**config.mk**
```make
export PLATFORM = sky130hd
export DESIGN_NAME = riscv_multi_ctrl
export DESIGN_NICKNAME = d
export VERILOG_FILES = /design/src/rtl/riscv_multi_pkg.sv /design/src/rtl/riscv_alu_dec.sv /design/src/rtl/riscv_multi_ctrl.sv
export SDC_FILE = /design/constraint.sdc
export NUM_CORES = 1
export LEC_CHECK = 0
export BUFFER_PORTS_ARGS = -buffer_cell sky130_fd_sc_hd__buf_4
export CAP_MARGIN = 40
export CORE_AREA = 2 2 54 56
export DETAILED_ROUTE_END_ITERATION = 8
export DIE_AREA = 0 0 56 58
export PLACE_DENSITY = 0.81
export SLEW_MARGIN = 0
export SYNTH_ARGS = -nofsm -noshare
export SYNTH_HDL_FRONTEND = slang
export SYNTH_SLANG_ARGS = --single-unit
```
**constraint.sdc**
```tcl
create_clock -name clk -period 2 [get_ports clk]
set_clock_uncertainty 0.2 [all_clocks]
set_input_delay 0.5 -clock clk [delete_from_list [all_inputs] [get_ports clk]]
set_output_delay 0.5 -clock clk [all_outputs]
set_load 0.01 [all_outputs]
```
**src/rtl/riscv_multi_pkg.sv**
```systemverilog
// riscv_multi_pkg: shared state, opcode, ALU-op, immediate and mux-select encodings for the multicycle controller
package riscv_multi_pkg;
  typedef logic [3:0] state_t;
  localparam state_t S_FETCH     = 4'd0;
  localparam state_t S_DECODE    = 4'd1;
  localparam state_t S_MEM_ADR   = 4'd2;
  localparam state_t S_MEM_RD    = 4'd3;
  localparam state_t S_MEM_WB    = 4'd4;
  localparam state_t S_MEM_WR    = 4'd5;
  localparam state_t S_EXEC_R    = 4'd6;
  localparam state_t S_EXEC_I    = 4'd7;
  localparam state_t S_ALU_WB    = 4'd8;
  localparam state_t S_BRANCH    = 4'd9;
  localparam state_t S_JAL       = 4'd10;
  localparam state_t S_JALR      = 4'd11;
  localparam state_t S_LUI       = 4'd12;
  localparam state_t S_ERROR     = 4'd13;
  localparam state_t S_JALR_LINK = 4'd14;
  localparam logic [6:0] OP_LOAD   = 7'b0000011;
  localparam logic [6:0] OP_STORE  = 7'b0100011;
  localparam logic [6:0] OP_R      = 7'b0110011;
  localparam logic [6:0] OP_I      = 7'b0010011;
  localparam logic [6:0] OP_BRANCH = 7'b1100011;
  localparam logic [6:0] OP_JAL    = 7'b1101111;
  localparam logic [6:0] OP_JALR   = 7'b1100111;
  localparam logic [6:0] OP_LUI    = 7'b0110111;
  localparam logic [3:0] ALU_ADD  = 4'd0;
  localparam logic [3:0] ALU_SUB  = 4'd1;
  localparam logic [3:0] ALU_SLL  = 4'd2;
  localparam logic [3:0] ALU_SLT  = 4'd3;
  localparam logic [3:0] ALU_SLTU = 4'd4;
  localparam logic [3:0] ALU_XOR  = 4'd5;
  localparam logic [3:0] ALU_SRL  = 4'd6;
  localparam logic [3:0] ALU_SRA  = 4'd7;
  localparam logic [3:0] ALU_OR   = 4'd8;
  localparam logic [3:0] ALU_AND  = 4'd9;
  localparam logic [2:0] IMM_I = 3'd0;
  localparam logic [2:0] IMM_S = 3'd1;
  localparam logic [2:0] IMM_B = 3'd2;
  localparam logic [2:0] IMM_J = 3'd3;
  localparam logic [2:0] IMM_U = 3'd4;
  localparam logic [1:0] A_PC    = 2'b00;
  localparam logic [1:0] A_OLDPC = 2'b01;
  localparam logic [1:0] A_RS1   = 2'b10;
  localparam logic [1:0] A_ZERO  = 2'b11;
  localparam logic [1:0] B_RS2  = 2'b00;
  localparam logic [1:0] B_IMM  = 2'b01;
  localparam logic [1:0] B_FOUR = 2'b10;
  localparam logic [1:0] RES_ALUOUT = 2'b00;
  localparam logic [1:0] RES_DATA   = 2'b01;
  localparam logic [1:0] RES_ALU    = 2'b10;
endpackage

```
**src/rtl/riscv_alu_dec.sv**
```systemverilog
// riscv_alu_dec: maps funct3/funct7b5 and R-vs-I class onto an ALU operation code
module riscv_alu_dec
  import riscv_multi_pkg::*;
(
  input  logic [2:0] funct3,
  input  logic       funct7b5,
  input  logic       op_r,
  output logic [3:0] alu_ctrl
);
  always_comb begin
    alu_ctrl = ALU_ADD;
    case (funct3)
      3'b000: alu_ctrl = (op_r && funct7b5) ? ALU_SUB : ALU_ADD;
      3'b001: alu_ctrl = ALU_SLL;
      3'b010: alu_ctrl = ALU_SLT;
      3'b011: alu_ctrl = ALU_SLTU;
      3'b100: alu_ctrl = ALU_XOR;
      3'b101: alu_ctrl = funct7b5 ? ALU_SRA : ALU_SRL;
      3'b110: alu_ctrl = ALU_OR;
      default: alu_ctrl = ALU_AND;
    endcase
  end
endmodule

```
**src/rtl/riscv_multi_ctrl.sv**
```systemverilog
// riscv_multi_ctrl: multicycle RV32 control FSM driving write enables, mux selects and ALU op from IR and ALU flags
module riscv_multi_ctrl
  import riscv_multi_pkg::*;
#(
  parameter logic [31:0] RESET_PC = 32'h0000_0000
) (
  input  logic        clk,
  input  logic        rst,
  input  logic [31:0] instr,
  input  logic        zero,
  input  logic        neg,
  input  logic        ov,
  input  logic        cy,
  output logic        pc_we,
  output logic        ir_we,
  output logic        reg_we,
  output logic        mem_we,
  output logic        adr_src,
  output logic [1:0]  alu_src_a,
  output logic [1:0]  alu_src_b,
  output logic [1:0]  res_src,
  output logic [2:0]  imm_src,
  output logic [3:0]  alu_ctrl,
  output logic        err,
  output logic [31:0] pc_rst_val
);
  state_t state, state_n;
  logic [6:0] opcode;
  logic [2:0] funct3;
  logic [3:0] dec_ctrl;
  logic pc_en, ir_en, reg_en, mem_en, take;
  logic unused;
  assign opcode = instr[6:0];
  assign funct3 = instr[14:12];
  assign unused = ^{instr[31], instr[29:15], instr[11:7]};
  assign pc_rst_val = RESET_PC;
  assign take = funct3 == 3'b000 ? zero :
                funct3 == 3'b001 ? !zero :
                funct3 == 3'b100 ? (neg ^ ov) :
                funct3 == 3'b101 ? !(neg ^ ov) :
                funct3 == 3'b110 ? !cy :
                funct3 == 3'b111 ? cy : 1'b0;
  riscv_alu_dec u_alu_dec (
    .funct3   (funct3),
    .funct7b5 (instr[30]),
    .op_r     (opcode == OP_R),
    .alu_ctrl (dec_ctrl)
  );
  always_ff @(posedge clk)
    state <= !rst ? S_FETCH : state_n;
  always_comb begin
    state_n = S_ERROR;
    case (state)
      S_FETCH:   state_n = S_DECODE;
      S_DECODE:
        case (opcode)
          OP_LOAD, OP_STORE: state_n = S_MEM_ADR;
          OP_R:              state_n = S_EXEC_R;
          OP_I:              state_n = S_EXEC_I;
          OP_BRANCH:         state_n = funct3[2:1] == 2'b01 ? S_ERROR : S_BRANCH;
          OP_JAL:            state_n = S_JAL;
          OP_JALR:           state_n = S_JALR;
          OP_LUI:            state_n = S_LUI;
          default:           state_n = S_ERROR;
        endcase
      S_MEM_ADR: state_n = opcode == OP_STORE ? S_MEM_WR : S_MEM_RD;
      S_MEM_RD:  state_n = S_MEM_WB;
      S_MEM_WB, S_MEM_WR, S_ALU_WB, S_BRANCH: state_n = S_FETCH;
      S_EXEC_R, S_EXEC_I, S_JAL, S_LUI, S_JALR_LINK: state_n = S_ALU_WB;
      S_JALR:    state_n = S_JALR_LINK;
      default:   state_n = S_ERROR;
    endcase
  end
  always_comb begin
    {pc_en, ir_en, reg_en, mem_en, adr_src} = '0;
    alu_src_a = A_PC;
    alu_src_b = B_RS2;
    res_src   = RES_ALUOUT;
    imm_src   = IMM_I;
    alu_ctrl  = ALU_ADD;
    err       = state == S_ERROR;
    case (state)
      S_FETCH: begin
        {ir_en, pc_en} = 2'b11;
        alu_src_b = B_FOUR;
        res_src   = RES_ALU;
      end
      S_DECODE: begin
        alu_src_a = A_OLDPC;
        alu_src_b = B_IMM;
        imm_src   = opcode == OP_JAL ? IMM_J : IMM_B;
      end
      S_MEM_ADR: begin
        alu_src_a = A_RS1;
        alu_src_b = B_IMM;
        imm_src   = opcode == OP_STORE ? IMM_S : IMM_I;
      end
      S_MEM_RD: adr_src = 1'b1;
      S_MEM_WB: begin
        res_src = RES_DATA;
        reg_en  = 1'b1;
      end
      S_MEM_WR: {adr_src, mem_en} = 2'b11;
      S_EXEC_R, S_EXEC_I: begin
        alu_src_a = A_RS1;
        alu_src_b = state == S_EXEC_I ? B_IMM : B_RS2;
        alu_ctrl  = dec_ctrl;
      end
      S_ALU_WB: reg_en = 1'b1;
      S_BRANCH: begin
        alu_src_a = A_RS1;
        alu_ctrl  = ALU_SUB;
        pc_en     = take;
      end
      S_JAL, S_JALR_LINK: begin
        alu_src_a = A_OLDPC;
        alu_src_b = B_FOUR;
        pc_en     = state == S_JAL;
      end
      S_JALR: begin
        alu_src_a = A_RS1;
        alu_src_b = B_IMM;
        res_src   = RES_ALU;
        pc_en     = 1'b1;
      end
      S_LUI: begin
        alu_src_a = A_ZERO;
        alu_src_b = B_IMM;
        imm_src   = IMM_U;
      end
      default: ;
    endcase
  end
  assign pc_we  = rst & pc_en;
  assign ir_we  = rst & ir_en;
  assign reg_we = rst & reg_en;
  assign mem_we = rst & mem_en;
endmodule

```
**Word level (Yosys, flattened, before mapping)**

Cells that the tools add are included.

- Register bits after elaboration: 4
- Latch bits: 0
- Bits in writable memories: 0
- Memory bits (read-only): 0
- Input bits: 38
- Output and inout port bits: 51
- Memories: 0

- Add/sub/neg operators: 0
- Multiply operators: 0
- Div/mod/pow operators: 0
- $lt $le $gt $ge: 0
- Equality and inequality tests: 30
- Shifts and indexed selects: 0
- Multiplexer cells: 26
- Bitwise gates (word level): 5
- Reduce and logical (&&, ||, !) cells: 18

Operator list:

| kind | count |
|---|---|
| $pmux W4 S7 | 3 |
| $eq A4 B4 Y1 const B | 7 |
| $eq A7 B6 Y1 const B | 3 |
| $eq A7 B7 Y1 const B | 3 |
| $eq A4 B3 Y1 const B | 4 |
| $mux W1 | 15 |
| $eq A3 B3 Y1 const B | 4 |
| $pmux W2 S3 | 2 |
| $reduce_or A2 Y1 | 6 |
| $reduce_or A5 Y1 | 2 |
| $pmux W3 S3 | 1 |
| $eq A4 B2 Y1 const B | 2 |
| $pmux W4 S2 | 1 |
| $reduce_or A4 Y1 | 2 |
| $eq A7 B2 Y1 const B | 1 |
| $eq A7 B5 Y1 const B | 1 |
| $eq A3 B2 Y1 const B | 2 |
| $mux W3 | 2 |
| $reduce_or A3 Y1 | 2 |
| $and A1 B1 Y1 | 4 |
| $eq A4 B1 Y1 const B | 1 |
| $logic_not A4 Y1 | 1 |
| $pmux W2 S2 | 1 |
| $eq A3 B1 Y1 const B | 1 |
| other kinds (6) | 8 |

**Depth between registers and ports, before layout**

- Word-level depth: 9
- Depth in mapped cells: 5
- Gate-level depth less buffers: 5

**Hierarchy**

Synthesis repeated with hierarchy kept, for this count alone.

- Cell total of the unflattened synthesis: 146
- Area, all modules: 969.7 um^2

By module, submodules not included:

| module | instances | cells each | area each (um^2) | seq. area each (um^2) |
|---|---|---|---|---|
| riscv_multi_ctrl | 1 | 137 | 905.9 | 80.1 |
| riscv_alu_dec | 1 | 9 | 63.8 | 0.0 |

**Worst setup path before layout**

No wires, ideal clock.

- Path kind: in2out
- From: input port instr[13]
- To: output port pc_we
- Arrival time: 1483 ps
- Setup slack: -183 ps
- Stages: 5
- Path through: buf_2 > nor3b_1 > a221oi_1 > or3_1 > a31oi_1

- Cells in the longest elaborated chain, start to end: 9
- Elaborated cells on any way between the ends: 14

Ends and longest elaborated chain:

| element | RTL line | RTL |
|---|---|---|
| start, declared | riscv_multi_ctrl.sv:9 | `input logic [31:0] instr,` |
| $eq A3 B3 Y1 | riscv_multi_ctrl.sv:42 | `funct3 == 3'b111 ? cy : 1'b0;` |
| $mux W1 | riscv_multi_ctrl.sv:42 |  |
| $mux W1 | riscv_multi_ctrl.sv:41 | `funct3 == 3'b110 ? !cy :` |
| $mux W1 | riscv_multi_ctrl.sv:40 | `funct3 == 3'b101 ? !(neg ^ ov) :` |
| $mux W1 | riscv_multi_ctrl.sv:39 | `funct3 == 3'b100 ? (neg ^ ov) :` |
| $mux W1 | riscv_multi_ctrl.sv:38 | `funct3 == 3'b001 ? !zero :` |
| $mux W1 * | riscv_multi_ctrl.sv:37 | `assign take = funct3 == 3'b000 ? zero :` |
| $pmux W1 S3 * | riscv_multi_ctrl.sv:82 | `case (state)` |
| $and A1 B1 Y1 * | riscv_multi_ctrl.sv:134 | `assign pc_we = rst & pc_en;` |
| end, declared | riscv_multi_ctrl.sv:14 | `output logic pc_we,` |

Mark *: on every way between the ends. The rest lies on a longest branch, timed or not.

**Worst setup path in the final report**

- From: input port ov
- To: output port pc_we

- Cells in the longest elaborated chain, start to end: 8

Ends and longest elaborated chain:

| element | RTL line | RTL |
|---|---|---|
| start, declared | riscv_multi_ctrl.sv:12 | `input logic ov,` |
| $xor A1 B1 Y1 * | riscv_multi_ctrl.sv:39, riscv_multi_ctrl.sv:40 |  |
| $logic_not A1 Y1 | riscv_multi_ctrl.sv:40 |  |
| $mux W1 | riscv_multi_ctrl.sv:40 |  |
| $mux W1 * | riscv_multi_ctrl.sv:39 |  |
| $mux W1 * | riscv_multi_ctrl.sv:38 |  |
| $mux W1 * | riscv_multi_ctrl.sv:37 |  |
| $pmux W1 S3 * | riscv_multi_ctrl.sv:82 |  |
| $and A1 B1 Y1 * | riscv_multi_ctrl.sv:134 |  |

Marked as above.

==> results.sh <==
export IMPL_grtUsageTotal_pct=15.2
export IMPL_synthDistinctLibCells=41
export IMPL_synth_enable_flop_cells=0
export IMPL_dp_cells=224
export IMPL_tns_ns=-1.04
export IMPL_yosys_warnings=0
export IMPL_power_leakage_nw=0.736
export IMPL_first_global_vias=904
export IMPL_fp_dieW_um=56
export IMPL_yosys_area_share_xor_xnor_pct=2.76
export IMPL_top_regs="state x4"
export IMPL_synthAdderAreaFrac_pct=0
export IMPL_via_per_inst=4.74
export IMPL_grt_antenna_before_repair=0
export IMPL_num_vias=1118
export IMPL_layout_cells_non_filler=236
export IMPL_regMostFlops="state"
export IMPL_fmax_mhz=444
export IMPL_synth_area_top_cells="buf_4 (25%), dfxtp_1 (8.4%), nand2_1 (4.7%)"
export IMPL_post_route_period_util_pct=113
export IMPL_die_height_um=58
export IMPL_period_minus_slack_ns=2.25
export IMPL_drc=0
export IMPL_h_tree_depth=1
export IMPL_vdd_drop_max_v=0.000344
export IMPL_hold_viol=0
export IMPL_rsz0062_at_grt="yes"
export IMPL_nets=245
export IMPL_required_ns=1.30
export IMPL_layout_cells_most_common="buf_4"
export IMPL_cts_clk_slew_worst_paths_ns=0.04
export IMPL_wl_um=2700
export IMPL_layout_common_cells="buf_4 (54), conb_1 (32), buf_6 (12), nand2_1 (9), nor2_1 (8)"
export IMPL_worst_ep_arrival_time_ns=1.55
export IMPL_postLayoutSetupSlackWorst_ns=-0.255
export IMPL_yosys_area_top_type="buf_4"
export IMPL_syn_to_final_growth_pct=67.4
export IMPL_routedWlPerCell_um=11.4
export IMPL_drive_above_1_share_pct=50.7
export IMPL_drt_initial_drc_count=28
export IMPL_portBuffers=35
export IMPL_synth_simple_area_share_pct=34.8
export IMPL_ys_flop_type="dfxtp_1"
export IMPL_gp_congestion=0.878
export IMPL_grt_pass1_wl_um=3820
export IMPL_grt_max_degree=10
export IMPL_synth_top_family_by_area="simple AND/OR/NAND/NOR gates"
export IMPL_first_pass_iters=4
export IMPL_path_max_fanout=1
export IMPL_grt_overflow=0
export IMPL_largest_reg_flops=4
export IMPL_maxSlewViolCount=0
export IMPL_outcome="complete, but fails checks"
export IMPL_die_area_mm2=0.00325
export IMPL_post_dp_hpwl_um=1990
export IMPL_critical_path_class="input pin to output pin"
export IMPL_cts_sink_count=4
export IMPL_n_antenna_cell=0
export IMPL_min_delay_path_class="input pin to flop"
export IMPL_core_area_mm2=0.00266
export IMPL_syn_instance_count=144
export IMPL_finalSetupViolCount=11
export IMPL_worst_hold_slack_ns=0.318
export IMPL_ys_seq_elements=4
export IMPL_antenna_left=0
export IMPL_synth_top_area_share_pct=25.2
export IMPL_netlist_area_um2=952
export IMPL_cts_root_buffer="clkbuf_4"
export IMPL_synthArstFlopShare_pct=0
export IMPL_synth_compound_area_share_pct=20.9
export IMPL_synth_area_per_cell_um2=6.61
export IMPL_cts_tree="yes"
export IMPL_power_density_mw_per_mm2=533
export IMPL_cp_end_kind="output pin"
export IMPL_pin_count=89
export IMPL_synthMuxAreaShare_pct=2.37
export IMPL_synth_seq_area_share_pct=8.41
export IMPL_start_util_pct=35.8
export IMPL_cts_path_max_buffers=2
export IMPL_cts_made_buffers=3
export IMPL_insertion_delay_ns=0.24
export IMPL_num_rows=19
export IMPL_violations="setup timing"
export IMPL_startpoint_type="input pin"
export IMPL_max_cap_violations=0
cell families (layout without fill, tap and decap cells):
| group | Yosys count | in the layout |
|---|---|---|
| and+or+nand+nor | 60 | 60 |
| buffers and inverters | 43 | 73 |
| AOI/OAI and AO/OA | 31 | 31 |
| DFF | 4 | 4 |
| xor gates and xnor gates | 3 | 3 |
| muxes | 2 | 2 |
| other | 1 | 32 |
final timing paths:
check                                         start                  end  slack (ns)  cells after the start
worst min-delay path                            rst  state[1]$_SDFF_PN0_        0.32                      3
worst max-delay path                             ov                pc_we       -0.25                      7
worst max register to register  state[2]$_SDFF_PN0_  state[0]$_SDFF_PN0_        0.41                      4
worst min register to register  state[1]$_SDFF_PN0_  state[2]$_SDFF_PN0_        0.47                      3
Yosys cell counts, drive strengths merged, types with 2 or more instances:
cell type and n:
clkbuf 2, xnor2 3, nor3 2, nand3 7, o21ai 10, or3 4, nand4 2, buf 39
nor2 13, nor4 2, dfxtp 4, a21oi 5, nand3b 2, inv 2, nor2b 4, o211a 2
nand2 12, nand2b 4, a31oi 6, mux2 2, nor3b 3
metal layers:
layer,wire length [um],vias to the layer above,GRT usage [%]
li1,-,570,-
met1,1050,502,17.0
met2,1450,44,27.2
met3,165,2,1.79
met4,27,0,9.86
met5,0,-,0
critical path: stages:
cell,delay [ns]
buf_8,0.10
xnor2_4,0.13
xnor2_1,0.15
nor2_1,0.04
or3_1,0.36
a31oi_2,0.13
buf_4,0.14
report_power, final:
| group | internal [mW] | switching, mW |
|---|---|---|
| Sequential | 0.0973 | 0.0309 |
| Clock | 0.0676 | 0.0394 |
| Combinational | 0.316 | 0.298 |
through the flow:
step	setup WS [ns]	cell area, um2	util, %	power (mW)
2_1_floorplan	-0.0310	1120	-	0.423
3_3_place_gp	-0.299	1310	49.1	0.572
3_5_place_dp	-0.293	1310	49.1	0.580
4_1_cts	-0.264	1470	55.4	0.770
5_1_grt	-0.310	1590	59.9	0.910
6_report	-0.255	1590	59.9	0.849
layout make-up:
cell class                      instances  area [um2]
Fill cell                             240        1070
Multi-Input combinational cell        128         862
Timing Repair Buffer                   68         571
Sequential cell                         4        92.6
Tap cell                               31        38.8
Clock buffer                            3        22.5
Inverter                                2        7.51
repair_timing:
action / in CTS / in global routing
buffers inserted: 4 / 5
hold buffers: 0 / 0
pin swaps: 10 / 7
gates cloned: 0 / 0
resized for setup: 32 / 19
setup endpoints to repair: 15 / 15
Power figures use the tool's default switching activity.
